$ cat src/rtl/aha_tlx_pkg.sv
// Shared TLX training-lane definitions: state encoding and default widths.
// The forward output lane uses the same package.
package aha_tlx_pkg;

  localparam int unsigned SEQ_W_DEF  = 32;
  localparam int unsigned CNT_W_DEF  = 32;
  localparam int unsigned HUNT_CNT_W = 16;

  typedef enum logic [1:0] {
    TLX_IDLE  = 2'd0,
    TLX_HUNT  = 2'd1,
    TLX_CHECK = 2'd2
  } tlx_state_e;

endpackage

$ cat src/rtl/aha_tlx_sat_counter.sv
// Saturating up-counter with synchronous clear; clear has priority over inc.
module aha_tlx_sat_counter #(
  parameter int unsigned CNT_W = 32
) (
  input  logic             clk,
  input  logic             rst_n,
  input  logic             clear,
  input  logic             inc,
  output logic [CNT_W-1:0] count
);

  logic [CNT_W-1:0] count_q, count_d;

  always_comb begin
    count_d = count_q;
    if (clear) begin
      count_d = '0;
    end else if (inc && (count_q != '1)) begin
      count_d = count_q + CNT_W'(1);
    end
  end

  always_ff @(posedge clk or negedge rst_n) begin
    if (!rst_n) begin
      count_q <= '0;
    end else begin
      count_q <= count_d;
    end
  end

  assign count = count_q;

endmodule

$ cat src/rtl/aha_tlx_train_rx_lane.sv
// TLX reverse-channel training receiver lane: hunts a serial stream for the
// programmed training word, then locks and scores each following word.
module aha_tlx_train_rx_lane
  import aha_tlx_pkg::*;
#(
  parameter int unsigned SEQ_W      = SEQ_W_DEF,
  parameter int unsigned CNT_W      = CNT_W_DEF,
  parameter int unsigned HUNT_LIMIT = 96
) (
  input  logic             CLK,
  input  logic             RESETn,
  input  logic             D_IN,
  input  logic             START,
  input  logic             CLEAR,
  input  logic [SEQ_W-1:0] SEQUENCE,
  input  logic [31:0]      LENGTH,
  input  logic             AUTO_STOP,
  output logic             DONE,
  output logic             ACTIVE,
  output logic             LOCKED,
  output logic [CNT_W-1:0] MATCH_COUNT,
  output logic [CNT_W-1:0] ERR_COUNT
);

  localparam int unsigned BIT_W = (SEQ_W > 1) ? $clog2(SEQ_W) : 1;
  localparam int unsigned CMP_W = (CNT_W > 32) ? CNT_W : 32;
  localparam logic [BIT_W-1:0]      BIT_LAST  = BIT_W'(SEQ_W - 1);
  localparam logic [HUNT_CNT_W-1:0] HUNT_MIN  = HUNT_CNT_W'(SEQ_W - 1);
  localparam logic [HUNT_CNT_W-1:0] HUNT_LAST = HUNT_CNT_W'(HUNT_LIMIT - 1);

  tlx_state_e            state_q, state_d;
  logic [SEQ_W-1:0]      sr_q, sr_d, seq_q, seq_d;
  logic [31:0]           len_q, len_d;
  logic [HUNT_CNT_W-1:0] hunt_q, hunt_d;
  logic [BIT_W-1:0]      bit_q, bit_d;
  logic                  done_q, done_d, locked_q, locked_d, active_q, active_d;

  logic             clr_cnt, inc_match, inc_err, inc_word;
  logic             hit, reached;
  logic [CNT_W-1:0] word_cnt, word_inc;

  assign sr_d     = {sr_q[SEQ_W-2:0], D_IN};
  assign hit      = (sr_d == seq_q);
  assign word_inc = (word_cnt == '1) ? word_cnt : word_cnt + CNT_W'(1);
  // word_cnt is 0 throughout HUNT, so the same test covers a LENGTH=1 lock word.
  assign reached  = (len_q != '0) && (CMP_W'(word_inc) == CMP_W'(len_q));

  always_comb begin
    state_d   = state_q;
    seq_d     = seq_q;
    len_d     = len_q;
    hunt_d    = hunt_q;
    bit_d     = bit_q;
    done_d    = done_q;
    locked_d  = locked_q;
    clr_cnt   = 1'b0;
    inc_match = 1'b0;
    inc_err   = 1'b0;
    inc_word  = 1'b0;

    if (CLEAR) begin
      state_d  = TLX_IDLE;
      done_d   = 1'b0;
      locked_d = 1'b0;
      clr_cnt  = 1'b1;
    end else if (START) begin
      state_d  = TLX_HUNT;
      seq_d    = SEQUENCE;
      len_d    = LENGTH;
      hunt_d   = '0;
      done_d   = 1'b0;
      locked_d = 1'b0;
      clr_cnt  = 1'b1;
    end else begin
      unique case (state_q)
        TLX_HUNT: begin
          hunt_d = hunt_q + HUNT_CNT_W'(1);
          if ((hunt_q >= HUNT_MIN) && hit) begin
            state_d   = TLX_CHECK;
            locked_d  = 1'b1;
            inc_match = 1'b1;
            inc_word  = 1'b1;
            bit_d     = '0;
            if (reached) begin
              done_d = 1'b1;
              if (AUTO_STOP) state_d = TLX_IDLE;
            end
          end else if (hunt_q == HUNT_LAST) begin
            state_d  = TLX_IDLE;
            done_d   = 1'b1;
            locked_d = 1'b0;
          end
        end
        TLX_CHECK: begin
          bit_d = (bit_q == BIT_LAST) ? '0 : bit_q + BIT_W'(1);
          if (bit_q == BIT_LAST) begin
            inc_word  = 1'b1;
            inc_match = hit;
            inc_err   = !hit;
            if (reached) begin
              done_d = 1'b1;
              if (AUTO_STOP) state_d = TLX_IDLE;
            end
          end
        end
        default: ;
      endcase
    end

    active_d = (state_d != TLX_IDLE);
  end

  always_ff @(posedge CLK or negedge RESETn) begin
    if (!RESETn) begin
      state_q  <= TLX_IDLE;
      sr_q     <= '0;
      seq_q    <= '0;
      len_q    <= '0;
      hunt_q   <= '0;
      bit_q    <= '0;
      done_q   <= 1'b0;
      locked_q <= 1'b0;
      active_q <= 1'b0;
    end else begin
      state_q  <= state_d;
      sr_q     <= sr_d;
      seq_q    <= seq_d;
      len_q    <= len_d;
      hunt_q   <= hunt_d;
      bit_q    <= bit_d;
      done_q   <= done_d;
      locked_q <= locked_d;
      active_q <= active_d;
    end
  end

  aha_tlx_sat_counter #(.CNT_W(CNT_W)) u_match_cnt (
    .clk(CLK), .rst_n(RESETn), .clear(clr_cnt), .inc(inc_match), .count(MATCH_COUNT)
  );

  aha_tlx_sat_counter #(.CNT_W(CNT_W)) u_err_cnt (
    .clk(CLK), .rst_n(RESETn), .clear(clr_cnt), .inc(inc_err), .count(ERR_COUNT)
  );

  aha_tlx_sat_counter #(.CNT_W(CNT_W)) u_word_cnt (
    .clk(CLK), .rst_n(RESETn), .clear(clr_cnt), .inc(inc_word), .count(word_cnt)
  );

  assign DONE   = done_q;
  assign ACTIVE = active_q;
  assign LOCKED = locked_q;

endmodule
$ cat config.mk
export PLATFORM = sky130hd
export DESIGN_NAME = aha_tlx_train_rx_lane
export DESIGN_NICKNAME = d
export VERILOG_FILES = /design/src/rtl/aha_tlx_pkg.sv /design/src/rtl/aha_tlx_sat_counter.sv /design/src/rtl/aha_tlx_train_rx_lane.sv
export SDC_FILE = /design/constraint.sdc
export NUM_CORES = 1
export LEC_CHECK = 0
export BUFFER_PORTS_ARGS = -buffer_cell sky130_fd_sc_hd__buf_2
export CORE_MARGIN = 8
export CORE_UTILIZATION = 43
export DETAILED_ROUTE_END_ITERATION = 12
export PLACE_DENSITY = 0.65
export SYNTH_ARGS = -nofsm -noshare
export SYNTH_HDL_FRONTEND = slang
export SYNTH_SLANG_ARGS = --single-unit
$ cat constraint.sdc
create_clock -name CLK -period 5.1 [get_ports CLK]
set_input_delay 0.51 -clock CLK [delete_from_list [all_inputs] [get_ports CLK]]
set_output_delay 0.51 -clock CLK [all_outputs]
set_load 0.01 [all_outputs]
### After elaboration in Yosys (flattened, before gate mapping)

Cells that the tools add are included.

| word-level totals | value |
|---|---|
| bits in registers | 217 |
| bits in latches | 0 |
| bits in writable memories | 0 |
| bits in read-only memories | 0 |
| output and inout port bits | 67 |
| logic and storage cells | 103 |
| memories kept | 0 |

| cells by class | value |
|---|---|
| add/sub/neg operators | 5 |
| multipliers | 0 |
| divide/modulo/power cells | 0 |
| $lt $le $gt $ge | 1 |
| eq/ne operators | 13 |
| shifts and indexed selects | 0 |
| mux-type cells | 49 |
| bitwise logic cells | 2 |
| reductions and logical operators | 21 |

Operators with widths:

| cell | number |
|---|---|
| 32-bit two-way mux | 7 |
| 32-bit by 1-bit adder with 32-bit output (second input constant) | 3 |
| 32-bit inequality test (second input constant) | 3 |
| 32-bit equality test | 2 |
| 32-bit equality test (second input constant) | 1 |
| 16-bit two-way mux | 2 |
| 32-bit nonzero test | 1 |
| 1-bit two-way mux | 24 |
| 2-bit two-way mux | 9 |
| 16-bit by 1-bit adder with 16-bit output (second input constant) | 1 |
| 16-bit by 7-bit equality test with 1-bit output (second input constant) | 1 |
| 16-bit by 5-bit >= comparator with 1-bit output (second input constant) | 1 |
| 2-bit nonzero test | 6 |
| 5-bit two-way mux | 2 |
| 5-bit one-hot mux with 2 select lines | 1 |
| 4-bit nonzero test | 2 |
| 1-bit one-hot mux with 2 select lines | 3 |
| 2-bit AND reduction | 3 |
| 5-bit by 1-bit adder with 5-bit output (second input constant) | 1 |
| 5-bit equality test (second input constant) | 1 |
| 1-bit logical AND | 5 |
| 5-bit inequality test (second input constant) | 1 |
| 4-bit inequality test (second input constant) | 1 |
| 2-bit one-hot mux with 2 select lines | 1 |
| 8 further kinds | 9 |

### Logic depth before layout (Yosys ltp)

Gate-level depths: netlist of run 1.

| depth | value |
|---|---|
| depth in word-level cells | 10 |
| mapped depth | 12 |
| mapped depth without buffers | 11 |

### Hierarchy

Synthesis of run 1 repeated with hierarchy kept, for this count alone.

| second synthesis, totals | value |
|---|---|
| cell total of the unflattened synthesis | 1209 |
| area, all modules | 12184.2 sq um |

By module, submodules not included:

| module | instances | cells each | area each (sq um) | sequential area each (sq um) |
|---|---|---|---|---|
| aha_tlx_train_rx_lane | 1 | 619 | 6665.1 | 3027.9 |
| aha_tlx_sat_counter at u_err_cnt ... | 2 | 198 | 1854.3 | 800.8 |
| aha_tlx_sat_counter at u_word_cnt | 1 | 194 | 1810.5 | 800.8 |

### Worst setup path before layout of run 1

Ideal clock, no wire load.

| path | value |
|---|---|
| kind | register to register |
| start | reg u_word_cnt.count_q[0] (netlist: u_word_cnt.count[0]) |
| end | reg active_q (netlist: ACTIVE) |
| setup time | 129 ps |
| data arrival time | 3403 ps |
| required time | 4971 ps |
| setup slack | 1569 ps |
| cell stages (with the launch flop) | 12 |
| path buffers | 1 |
| period minus slack after synthesis | 3531 ps |
| cells stage by stage | dfrtp_1 > ha_1 > nand4_2 > or4_1 > or3_1 > buf_2 > nor4_2 > a31oi_1 > or4b_1 > nor4_1 > nand4_1 > a2111o_1 |

| on the way | value |
|---|---|
| word-level cells in the longest chain between the ends | 10 |

RTL lines:

| what | line | text |
|---|---|---|
| from (decl) | aha_tlx_sat_counter.sv:12 | `logic [CNT_W-1:0] count_q, count_d;` |
| from (signal assigned) | aha_tlx_sat_counter.sv:27 | `count_q <= count_d;` |
| 32-bit by 1-bit adder with 32-bit output or 32-bit equality test (tied branches) | aha_tlx_train_rx_lane.sv:44 | `assign word_inc = (word_cnt == '1) ? word_cnt : word_cnt + CNT_W'(1);` |
| 32-bit two-way mux (*) | aha_tlx_train_rx_lane.sv:44 |  |
| 32-bit equality test (*) | aha_tlx_train_rx_lane.sv:46 | `assign reached = (len_q != '0) && (CMP_W'(word_inc) == CMP_W'(len_q));` |
| 1-bit logical AND (*) | aha_tlx_train_rx_lane.sv:46 |  |
| 2-bit two-way mux, on equally long branches | aha_tlx_train_rx_lane.sv:100, aha_tlx_train_rx_lane.sv:84 |  |
| 2-bit two-way mux, on equally long branches | aha_tlx_train_rx_lane.sv:96, aha_tlx_train_rx_lane.sv:78 |  |
| 2-bit one-hot mux with 2 select lines (*) | aha_tlx_train_rx_lane.sv:75 | `unique case (state_q)` |
| 2-bit two-way mux (*) | aha_tlx_train_rx_lane.sv:66 | `end else if (START) begin` |
| 2-bit two-way mux (*) | aha_tlx_train_rx_lane.sv:61 | `if (CLEAR) begin` |
| 2-bit nonzero test (*) | aha_tlx_train_rx_lane.sv:110 | `active_d = (state_d != TLX_IDLE);` |
| net active_d | aha_tlx_train_rx_lane.sv:36 | `logic done_q, done_d, locked_q, locked_d, active_q, active_d;` |
| to (signal assigned) | aha_tlx_train_rx_lane.sv:133 | `active_q <= active_d;` |
| to (decl) | aha_tlx_train_rx_lane.sv:36 |  |

The timed path passes the listed nets; every way through them passes the cells marked *.
A chain may end at the register's enable or synchronous reset.

### Worst setup path after layout of run 1

Same ends and word-level chain as after synthesis.

==> flow_metrics.tcl, run 1 <==
set metrics [dict create \
    initial_core_util_pct 43.7 \
    drt_pre_antenna_iters 5 \
    p_leak_nw 5.37 \
    worstReg2RegEnd "ACTIVE" \
    cts.sinks 217 \
    synth_fp_nets 1171 \
    port_buffers 136 \
    cts.clk_slew.worst_paths_ns 0.06 \
    final_cell_mix "dfrtp_1, buf_2, nor2_1, xor2_1, nand2_1" \
    hold_path.class "in2async" \
    fp-row-count 58 \
    grt_max_degree 127 \
    post_cts_resized 0 \
    crit_path_start "u_word_cnt.count[0]" \
    crit_fanout 11 \
    r2r_start "u_word_cnt.count[0]" \
    reg2reg_depth 11 \
    yosysWarnings 0 \
    fp.dieW_um 176 \
    required_ns 5.50 \
    netlist_area_sq_um 11000 \
    antenna_found_initial 0 \
    min_period_ns 3.94 \
    final_hold_viol_count 0 \
    fin_tns_setup_ns 0 \
    postCtsHoldBufs 0 \
    grt_setup_unrepaired "false" \
    core-area_sq_um 25200 \
    regArea_sq_um 5430 \
    wl_met1_um 12700 \
    critical_path_class "reg2reg" \
    syn_inst 1093 \
    dr.max_layer_used "met4" \
    clockBufferDepth 3 \
    met3_length_um 1750 \
    drc 0 \
    first_iter_violations 655 \
    worstSetupEndpoint "ACTIVE" \
    numCtsBuffers 25 \
    layout_commonest_cell "dfrtp_1" \
    fillerInstances 2330 \
    cts_tree "done" \
    dp_hpwl_um 18800 \
    outcome "complete, no violations" \
    via_per_inst 5.46 \
    htreeDepth 1 \
    synth_seq_area_share_pct 49.4 \
    fmax_mhz 254 \
    dr_wl_met2_um 11700 \
    tightest_slew_ns 1.06 \
    synth-main-ff-cell "dfrtp_1" \
    die-area_sq_um 31000 \
    fin_nets 1298 \
    gp_congestion 0.925 \
    cts_root_buf "clkbuf_16" \
    clk_latency_ns 0.53 \
    critPathMaxStageDelay_ns 0.66 \
    totalWireLength_um 26600 \
    timing.final.crit_share_pct 77.3 \
    grt-ovfl-total 0 \
    synth_area_per_cell_sq_um 10.1 \
    setup_viol 0 \
    antenna_left 0 \
    max-slew-margin-rel_pct 29.5 \
    irDropWorstVdd_mv 0.221 \
    drive_gt1_share_pct 21.7 \
    ys_async_sr_fraction_pct 100 \
    cp_slowest_cell "nor3b_2" \
    die_y_um 176 \
    drv_slew 0 \
    grt_pass1_wl_um 44100 \
    area_growth_pct 16.9 \
    yosysUniqueCellTypes 62 \
    drv.max_cap_violation_count 0 \
    ys_ff_latch 217 \
    io_pins 137 \
    grt_pass1_vias 8452 \
    skew_ns 0.0217 \
    vias 8568 \
    n_antenna_cell 0 \
    final_util_pct 51.1 \
    critPathLaunchType "register" \
    grt_usage_pct 17.0 \
    multi_input_area_sq_um 5330 \
    powerDensity_nw_per_um2 317 \
    arrival_ns 4.34 \
    wl_per_cell_um 17.0 \
    worstPathCellList "ha_1 > nand4_2 > or3_2 > nor3b_2 > buf_4 > nand3_1 > o41ai_1 > a31oi_1 > a2111oi_0 > nand4_1 > a2111o_1" \
    crit_path_end_kind "register" \
    r2r_setup_slack_ns 1.16 \
    synth_edf_count 0 \
    postCtsSetupBuffers 0 \
]
-- cell usage after synthesis, types with 3 or more instances --
| cell type | instances | area [sq um] |
|---|---|---|
| a2111oi_0 | 3 | 26.3 |
| a211oi_1 | 4 | 30.0 |
| a21oi_1 | 37 | 185 |
| a31oi_1 | 6 | 37.5 |
| and2_1 | 7 | 43.8 |
| and3_1 | 15 | 93.8 |
| and4_1 | 12 | 105 |
| buf_2 | 8 | 40.0 |
| clkbuf_1 | 37 | 139 |
| dfrtp_1 | 217 | 5430 |
| ha_1 | 8 | 100 |
| inv_1 | 17 | 63.8 |
| mux2_2 | 65 | 732 |
| mux2i_1 | 5 | 50.1 |
| nand2_1 | 91 | 342 |
| nand2b_1 | 4 | 25.0 |
| nand3_1 | 51 | 255 |
| nand3_2 | 3 | 30.0 |
| nand4_1 | 34 | 213 |
| nor2_1 | 128 | 480 |
| nor2b_1 | 6 | 37.5 |
| nor3_1 | 21 | 105 |
| nor3b_1 | 4 | 30.0 |
| nor4_1 | 32 | 200 |
| o21a_1 | 3 | 22.5 |
| o21ai_0 | 44 | 220 |
| o22ai_1 | 4 | 25.0 |
| or3_1 | 29 | 181 |
| or4_1 | 7 | 52.6 |
| xnor2_1 | 55 | 482 |
| xor2_1 | 95 | 832 |
-- worst max-delay path, delay by kind of cell (launching register included) --
| family | cells | cell delay (ns) |
|---|---|---|
| AO/OA/AOI/OAI | 4 | 1.06 |
| adder cells (fa/ha/maj) | 1 | 0.28 |
| buffers and inverters | 1 | 0.27 |
| flip-flops | 1 | 0.42 |
| AND/OR/NAND/NOR | 5 | 1.79 |
-- power by group --
part	internal (mW)	switching (mW)
Clock	1.12	0.709
Combinational	0.156	0.149
Sequential	1.82	0.120
-- layer usage --
| metal | track usage, % | vias to the layer above |
|---|---|---|
| li1 | - | 4116 |
| met1 | 24.3 | 4185 |
| met2 | 25.7 | 231 |
| met3 | 3.82 | 36 |
| met4 | 4.42 | 0 |
| met5 | 0 | - |
-- metrics by stage --
stage	cells	worst slack [ns]	cell area, sq um	hold slack (ns)	power (mW)
floorplan	1093	1.57	11000	0.214	2.12
global placement	1523	1.27	12000	0.375	2.27
detailed placement	1523	1.22	12000	0.379	2.28
CTS	1568	1.20	12900	0.0819	4.13
global route	1568	0.898	12900	0.0884	4.25
finish	1568	1.16	12900	0.0927	4.07
-- cell families after synthesis --
| kind of cell | Yosys count | share of synthesized area [%] |
|---|---|---|
| buf+inv | 64 | 2.31 |
| flops | 217 | 49.4 |
| simple gates | 458 | 21.1 |
| xor+xnor | 152 | 12.4 |
| compound gates | 124 | 6.84 |
| mux | 70 | 7.11 |
| fa+ha+maj | 8 | 0.910 |
-- how the worst min path moves through the flow --
| stage | slack, ns | startpoint | cells past startpoint | to |
|---|---|---|---|---|
| CTS | 0.08 | D_IN | 1 | sr_q[0] |
| global route | 0.09 | D_IN | 1 | sr_q[0] |
| floorplan | 0.21 | RESETn | 0 | ACTIVE |
| global placement | 0.38 | sr_q[16] | 0 | sr_q[17] |
| finish | 0.09 | RESETn | 1 | u_err_cnt.count[19] |
| detailed placement | 0.38 | sr_q[4] | 0 | sr_q[5] |
-- flip-flops by register name, indices dropped and copies added, names as in the netlist --
| signal | count |
|---|---|
| u_match_cnt.count | 32 |
| DONE | 1 |
| sr_q | 31 |
| state_q | 2 |
| bit_q | 5 |
| seq_q | 32 |
| LOCKED | 1 |
| u_err_cnt.count | 32 |
| len_q | 32 |
| u_word_cnt.count | 32 |
| ACTIVE | 1 |
| hunt_q | 16 |
-- cell type report --
| class | count | area share [%] |
|---|---|---|
| multi-input cells | 812 | 41.4 |
| flip-flops and latches | 217 | 42.2 |
| clock inverters | 8 | 0.778 |
| inverters | 17 | 0.496 |
| repair buffers | 147 | 6.01 |
| clock buffers | 37 | 5.84 |
| well taps | 330 | 3.21 |
No activity file was read; power rests on OpenSTA's default activity.
==> run 2: changes to the inputs <==
Clock period 5.1 ns to 3.81 ns, I/O delays scaled along.
==> run 2 against run 1 <==
  * Sequential cell count did not move
  * Critical endpoint unchanged
  * Final area rose by 1.9%
  * First-iteration DRC count fell by 22%
  * Critical path type unchanged
  * Highest routed layer unchanged
  * Maximum frequency rose by 8.3%
==> flow_metrics.tcl, run 2 (same netlist as run 1, synthesis figures left out) <==
set metrics [dict create \
    outcome "complete, no violations" \
    critPathLaunchType "register" \
    die_y_um 176 \
    core-area_sq_um 25200 \
    via_per_inst 5.48 \
    layout_commonest_cell "dfrtp_1" \
    grt_pass1_vias 8608 \
    fin_tns_setup_ns 0 \
    final_cell_mix "dfrtp_1, buf_2, nor2_1, xor2_1, nand2_1" \
    dp_cells 1541 \
    cts.clk_slew.worst_paths_ns 0.07 \
    drive_gt1_share_pct 24.2 \
    die-area_sq_um 31000 \
    crit_fanout 6 \
    drt_pre_antenna_iters 5 \
    cts_tree "done" \
    cts.sinks 217 \
    htreeDepth 1 \
    skew_ns 0.0138 \
    grt_setup_unrepaired "false" \
    final_hold_viol_count 0 \
    grt_pass1_wl_um 45000 \
    powerDensity_nw_per_um2 418 \
    wl_per_cell_um 17.3 \
    antenna_left 0 \
    r2r_setup_slack_ns 0.17 \
    critical_path_class "reg2reg" \
    port_buffers 136 \
    io_pins 137 \
    gp_congestion 0.942 \
    fmax_mhz 274 \
    totalWireLength_um 27400 \
    vias 8698 \
    drc 0 \
    clk_latency_ns 0.52 \
    place_area_sq_um 12200 \
    fin_nets 1319 \
    cts_root_buf "clkbuf_16" \
    required_ns 4.21 \
    grt_max_degree 72 \
    tightest_slew_ns 0.795 \
    area_growth_pct 19.2 \
    fp.dieW_um 176 \
    timing.final.crit_share_pct 95.6 \
    clockBufferDepth 3 \
    numCtsBuffers 25 \
    final_cells 1588 \
    n_antenna_cell 0 \
    grt-ovfl-total 0 \
    arrival_ns 4.04 \
    grt_usage_pct 17.4 \
    setup_viol 0 \
    min_period_ns 3.64 \
    hold_path.class "in2reg" \
    fp-row-count 58 \
    first_iter_violations 511 \
    initial_core_util_pct 43.7 \
    max-slew-margin-rel_pct 46.6 \
    antenna_found_initial 0 \
    p_leak_nw 5.50 \
    drv.max_cap_violation_count 0 \
    irDropWorstVdd_mv 0.388 \
    fin_area_sq_um 13100 \
    whs_path_depth 3 \
    reg2reg_depth 10 \
    crit_path_end_kind "register" \
    dp_hpwl_um 19900 \
    drv_slew 0 \
]
[run 2: layout make-up]
class | instances | area (sq um)
tap | 330 | 413
clock buffer | 27 | 653
fill | 2322 | 12100
sequential | 217 | 5440
multi-input combinational | 812 | 5390
clock inverter | 17 | 196
inverter | 17 | 63.8
timing repair buffer | 168 | 961
[run 2: through the flow]
stage	util, %	hold slack [ns]	setup WS, ns	total power, mW
final	52.1	0.0848	0.167	5.48
after global routing	52.1	0.0783	0.00538	5.70
after CTS	51.8	0.0646	0.0300	5.56
after detailed placement	48.3	0.379	-0.00838	3.05
after global placement	48.3	0.374	0.169	3.04
after floorplan	-	0.0854	0.279	2.84
[run 2: worst max-delay path, cell delays in order (launching register included)]
cell      delay, ns
dfrtp_2        0.41
ha_1           0.19
nand4_2        0.14
or4_4          0.55
or3_4          0.38
nor4_2         0.28
a31oi_1        0.08
or4b_1         0.51
nor4_1         0.29
nand4_1        0.26
a2111o_1       0.43
[run 2: metal layers]
metal  GRT usage, %  routed length (um)  part of all wire, %  vias to the layer above
met4           5.65                 711                  2.6                        0
met5              0                   0                    0                        -
met2           26.7               12000                   44                      265
met3           3.38                1730                  6.3                       47
li1               -                   -                    -                     4156
met1           24.5               12900                   47                     4230
[run 2: path summary, 6_finish.rpt]
kind,startpoint,endpoint
min in group asynchronous,RESETn,u_err_cnt.count[26]
max,u_word_cnt.count[0],ACTIVE
max reg2reg,u_word_cnt.count[0],ACTIVE
min,LENGTH[15],len_q[15]
min reg2reg,sr_q[7],sr_q[8]
max in group asynchronous,RESETn,u_word_cnt.count[10]
[run 2: power by group]
part	internal (mW)	total [mW]	switching [mW]	leakage, nW
combinational	0.214	0.418	0.205	2.27
sequential	2.43	2.59	0.161	2.81
clock	1.51	2.47	0.961	0.424
[run 2: repair_timing]
action / 4_1_cts / 5_1_grt
gates resized for setup: 1 / 15
endpoints found under the setup margin: 2 / 4
setup buffers: 0 / 1
hold buffers: 2 / 0
pin swaps: 0 / 1
hold endpoints to repair: 68 / 0
